## config.mk

```make
export PLATFORM = sky130hd
export DESIGN_NAME = inst_rom_arb
export DESIGN_NICKNAME = d
export VERILOG_FILES = /design/src/rtl/inst_rom_arb.sv
export SDC_FILE = /design/constraint.sdc
export NUM_CORES = 1
export LEC_CHECK = 0
export CAP_MARGIN = 40
export CELL_PAD_IN_SITES_DETAIL_PLACEMENT = 0
export CELL_PAD_IN_SITES_GLOBAL_PLACEMENT = 2
export CORE_MARGIN = 2
export CORE_UTILIZATION = 22
export CTS_BUF_LIST = sky130_fd_sc_hd__clkbuf_2 sky130_fd_sc_hd__clkbuf_4 sky130_fd_sc_hd__clkbuf_8
export DETAILED_ROUTE_END_ITERATION = 8
export PLACE_DENSITY_LB_ADDON = 0.1
export SYNTH_ARGS = -nofsm -noshare
export SYNTH_HDL_FRONTEND = slang
export SYNTH_SLANG_ARGS = --single-unit
```

## constraint.sdc

```tcl
create_clock -name clk -period 1.3 [get_ports clk]
set_input_delay 0.195 -clock clk [delete_from_list [all_inputs] [get_ports clk]]
set_output_delay 0.195 -clock clk [all_outputs]
set_load 0.02 [all_outputs]
```

## src/rtl/inst_rom_arb.sv

```systemverilog
// Two-port (CPU / debug) arbiter in front of a combinational instruction ROM.
// Define INST_ARB_ROUND_ROBIN_EN for round-robin arbitration; default is fixed CPU priority.
module inst_rom_arb #(
    parameter int ROM_DEPTH_LOG2 = 10
) (
    input  logic        clk,
    input  logic        rst_n,
    input  logic        cpu_req,
    input  logic [31:0] cpu_addr,
    output logic        cpu_ack,
    output logic [31:0] cpu_inst,
    output logic        cpu_err,
    output logic        cpu_stall,
    input  logic        dbg_req,
    input  logic [31:0] dbg_addr,
    output logic        dbg_ack,
    output logic [31:0] dbg_inst,
    output logic        dbg_err,
    output logic        rom_en,
    output logic [31:0] rom_addr,
    input  logic [31:0] rom_inst,
    output logic        busy
);

`ifdef INST_ARB_ROUND_ROBIN_EN
    localparam bit RR_EN = 1'b1;
`else
    localparam bit RR_EN = 1'b0;
`endif

    typedef enum logic [1:0] {
        IDLE,
        CPU_RD,
        DBG_RD
    } state_t;

    state_t      state_q, state_d;
    logic [31:0] addr_q, addr_d;
    logic        lastCpu_q, lastCpu_d;
    logic        cpuAck_q, cpuErr_q, dbgAck_q, dbgErr_q;
    logic [31:0] cpuInst_q, dbgInst_q;
    logic        cpuElig, dbgElig, cpuWins;
    logic        inRange;
    logic [31:0] readData;

    assign inRange  = (addr_q[31:ROM_DEPTH_LOG2+2] == '0);
    assign readData = inRange ? rom_inst : 32'h0;

    // The port being read this cycle sits out the next arbitration, which
    // caps a single port at one access per two cycles.
    always_comb begin
        state_d   = IDLE;
        addr_d    = addr_q;
        lastCpu_d = lastCpu_q;
        cpuElig   = cpu_req && (state_q != CPU_RD);
        dbgElig   = dbg_req && (state_q != DBG_RD);
        cpuWins   = cpuElig && (!dbgElig || !RR_EN || !lastCpu_q);
        if (cpuWins) begin
            state_d   = CPU_RD;
            addr_d    = cpu_addr;
            lastCpu_d = 1'b1;
        end else if (dbgElig) begin
            state_d   = DBG_RD;
            addr_d    = dbg_addr;
            lastCpu_d = 1'b0;
        end
    end

    always_ff @(posedge clk or negedge rst_n) begin
        if (!rst_n) begin
            state_q   <= IDLE;
            addr_q    <= 32'h0;
            lastCpu_q <= 1'b0;
            cpuAck_q  <= 1'b0;
            cpuErr_q  <= 1'b0;
            cpuInst_q <= 32'h0;
            dbgAck_q  <= 1'b0;
            dbgErr_q  <= 1'b0;
            dbgInst_q <= 32'h0;
        end else begin
            state_q   <= state_d;
            addr_q    <= addr_d;
            lastCpu_q <= lastCpu_d;
            cpuAck_q  <= (state_q == CPU_RD);
            cpuErr_q  <= (state_q == CPU_RD) && !inRange;
            dbgAck_q  <= (state_q == DBG_RD);
            dbgErr_q  <= (state_q == DBG_RD) && !inRange;
            if (state_q == CPU_RD) begin
                cpuInst_q <= readData;
            end
            if (state_q == DBG_RD) begin
                dbgInst_q <= readData;
            end
        end
    end

    assign cpu_ack   = cpuAck_q;
    assign cpu_err   = cpuErr_q;
    assign cpu_inst  = cpuInst_q;
    assign dbg_ack   = dbgAck_q;
    assign dbg_err   = dbgErr_q;
    assign dbg_inst  = dbgInst_q;
    assign cpu_stall = rst_n && cpu_req && !cpuAck_q;
    assign busy      = (state_q != IDLE);
    assign rom_en    = (state_q != IDLE) && inRange;
    assign rom_addr  = addr_q & 32'hFFFF_FFFC;

endmodule

```

==> flow_summary.toml, run 1 <==
[layout]
n_antenna_cell = 0
fin_cells = 1021
layout.nets = 846
syn_to_final_growth_pct = 88.6
drive_above_1_share_pct = 37.2
final_area_sq_um = 8590
fin_util_pct = 42.3

[clock_tree]
cts_tree = "yes"
htree_levels = 3
cts_buffer_depth = 2
clk_pin_slew_ns = 0.10
root_buffer = "clkbuf_8"
cts_buffers = 9
clk_latency_ns = 0.37
clock_sinks = 100

[sta]
slew_headroom_pct = 59.6
worst_pin_slew_ns = 0.606
hold_ws_ns = 0.393
setup_viol_count_final = 90
final.period_utilization_pct = 146
rsz0062_at_grt = "yes"
clock_skew_ns = 0.0102
finalWorstSetupSlack_ns = -0.602
drv_slew = 0
finalCriticalPeriod_ns = 1.90
max_freq_mhz = 526
finalHoldViolations = 0

[global_route]
antenna_found_initial = 1
grtUsageTotal_pct = 18.5
grt_max_degree = 58
grt_first_pass_wirelength_mm = 31.0
grt-ovfl-total = 0
grt_pass1_vias = 5207

[logic_synthesis]
synth-seq-cells = 100
synth-seq-area-share_pct = 54.9
ys.flop_type = "dfrtp_1"
syn_avg_cell_area_sq_um = 9.24
synth_largest_area_cell = "dfrtp_1"
synth_top_area_share_pct = 54.9
synthCells = 493
ys_types = 24
yosys_warnings = 0
async_flop_share_pct = 100
syn-cell-area_sq_um = 4560
post-synth-top-count-cell = "dfrtp_1"
yosys-top-cells-count = "100 x dfrtp_1, 66 x nand2_1, 66 x o21ai_1"
synth_area_leaders = "dfrtp_1 55%, nand4_1 8.8%, o21ai_1 7.2%, nand2_1 5.4%, a31oi_1 4.1%"
synth_edf_count = 0

[setup_path]
crit_path_end_kind = "output port"
critical-path-top-delay-family = "simple AND/OR/NAND/NOR gates"
required_ns = 1.11
reg2reg_slack_ns = -0.48
cp_max_fo = 2
crit_arrival_ns = 1.71
r2r.worst_path.cells = 7
cpPeakStageDelay_ns = 0.44
worst-path-buf-inv = 1
path_cells = "nor4_4 -> and3_4 -> and3_4 -> buf_6"
criticalPathCategory = "reg2out"
crit_path_frequent_cell = "and3_4"
r2r_end = "dbg_inst[8]"
startpoint_type = "flip-flop"
rr_startpoint = "addr_q[19]"
critPathSlowestCell = "dfrtp_2"

[drt]
post_drt_wl_per_cell_um = 21.6
drt_wl_total_mm = 22.1
drt_iter0_drc = 187
drc_errors = 0
viasPerCell = 4.92
ant_nets = 0
via_count = 5020
first_pass_iters = 4

[min_path]
hold_path_startpoint = "dbg_addr[17]"
hold_path_class = "in2reg"
hold_path_depth = 3
hold_path_end = "addr_q[17]"

[run_status]
status = "complete, but fails checks"
violations = "negative setup slack"

[placed_design]
placed_cells = 949
place.gp.congestion = 0.746
post-place-ws_ns = -0.316
io_buffers = 196
postPlaceCellArea_sq_um = 7140
dpl.hpwl_mm = 12.2

[power]
p_leak_nw = 3.46
power_density_nw_per_um2 = 944
ir_drop_v = 0.000461

[floorplanning]
die_y_um = 148
die_w_um = 148
die_area_sq_um = 21900
num_io_pins = 203
core_area_sq_um = 20300
initial_core_util_pct = 22.4
fp-row-count = 52

[run]
maxCapViolations = 0
[metal layers]
layer	routed length, um	vias to the layer above	global-route usage, %
li1	-	2318	-
met5	0	-	0
met3	1280	31	4.35
met1	9630	2504	23.9
met2	10600	167	30.4
met4	529	0	6.71
[stage by stage]
stage          total power (W)  setup TNS, ns
2_1_floorplan          0.00417          -3.13
3_3_place_gp           0.00534         -18.80
3_5_place_dp           0.00534         -21.11
4_1_cts                0.00778         -21.04
5_1_grt                0.00846         -32.95
6_report               0.00811         -26.47
[flip-flops by register name (all words and copies together) (netlist names)]
signal	count
cpu_inst	32
addr_q	30
cpu_err	1
dbg_ack	1
cpu_ack	1
state_q	2
dbg_inst	32
dbg_err	1
[cell families (layout without fill, tap and decap cells)]
| kind of cell | count (synthesis) | count (layout) | share of synthesized area [%] |
|---|---|---|---|
| DFF | 100 | 100 | 54.9 |
| AOI/OAI and AO/OA | 126 | 126 | 14.7 |
| other | 1 | 2 | 0.0823 |
| buffers and inverters | 62 | 319 | 6.92 |
| and+or+nand+nor | 204 | 204 | 23.4 |
[worst min-delay path: cells and delay by family]
family | cells | cell delay, ns
compound gates | 1 | 0.07
buf+inv | 1 | 0.40
simple gates | 1 | 0.07
[layout make-up]
cell class | instances | area (sq um)
tap | 270 | 338
sequential | 100 | 2510
fill | 1989 | 11700
clock inverter | 6 | 65.1
multi-input combinational | 332 | 2130
clock buffer | 10 | 131
timing repair buffer | 298 | 3380
inverter | 5 | 43.8
[timing repair]
item / 4_1_cts / 5_1_grt
gates cloned: 12 / 15
hold buffers: 1 / 0
hold endpoints to repair: 57 / 0
setup buffers: 23 / 21
pin swaps: 14 / 97
resized for setup: 359 / 143
setup endpoints to repair: 196 / 152
[report_power, final]
| part | switching, W | internal (W) |
|---|---|---|
| sequential | 0.000169 | 0.00327 |
| combinational | 0.00126 | 0.00131 |
| clock | 0.00120 | 0.000910 |
[layout by cell type (no fill, tap or decap), drive strengths merged]
cell and n:
nand4 64, buf 114, clkbuf 62, nor2 1, clkdlybuf4s15 35, clkinv 3
nand2 66, conb 2, clkinvlp 4, nor3 31, dfrtp 100, and3 2
a31oi 30, nand3 31, clkdlybuf4s50 94, o21ai 94, and2 1, inv 3
nor4 5, dlygate4sd3 1, dlygate4sd2 2, a21oi 2, nand2b 2, bufinv 1
or2 1
[how the worst max path moves through the flow]
stage               startpoint  depth (start not counted)  slack, ns   endpoint
floorplan           addr_q[19]                          4      -0.17     rom_en
global placement       cpu_req                          4      -0.33  cpu_stall
detailed placement  addr_q[19]                          4      -0.32     rom_en
CTS                 addr_q[14]                          4      -0.61     rom_en
global route        addr_q[18]                          4      -0.66     rom_en
finish              addr_q[18]                          4      -0.60     rom_en
(Power assumes the default switching activity.)
==> inputs of run 2 (changes only) <==
--- a/config.mk
+++ b/config.mk
@@ -13,6 +13,8 @@
 export CTS_BUF_LIST = sky130_fd_sc_hd__clkbuf_2 sky130_fd_sc_hd__clkbuf_4 sky130_fd_sc_hd__clkbuf_8
 export DETAILED_ROUTE_END_ITERATION = 8
 export PLACE_DENSITY_LB_ADDON = 0.1
+export SLEW_MARGIN = 20
 export SYNTH_ARGS = -nofsm -noshare
 export SYNTH_HDL_FRONTEND = slang
 export SYNTH_SLANG_ARGS = --single-unit
+export TNS_END_PERCENT = 100
==> results of run 2 <==
Same layout as run 1: the final DEF is identical, and so are final timing and power.
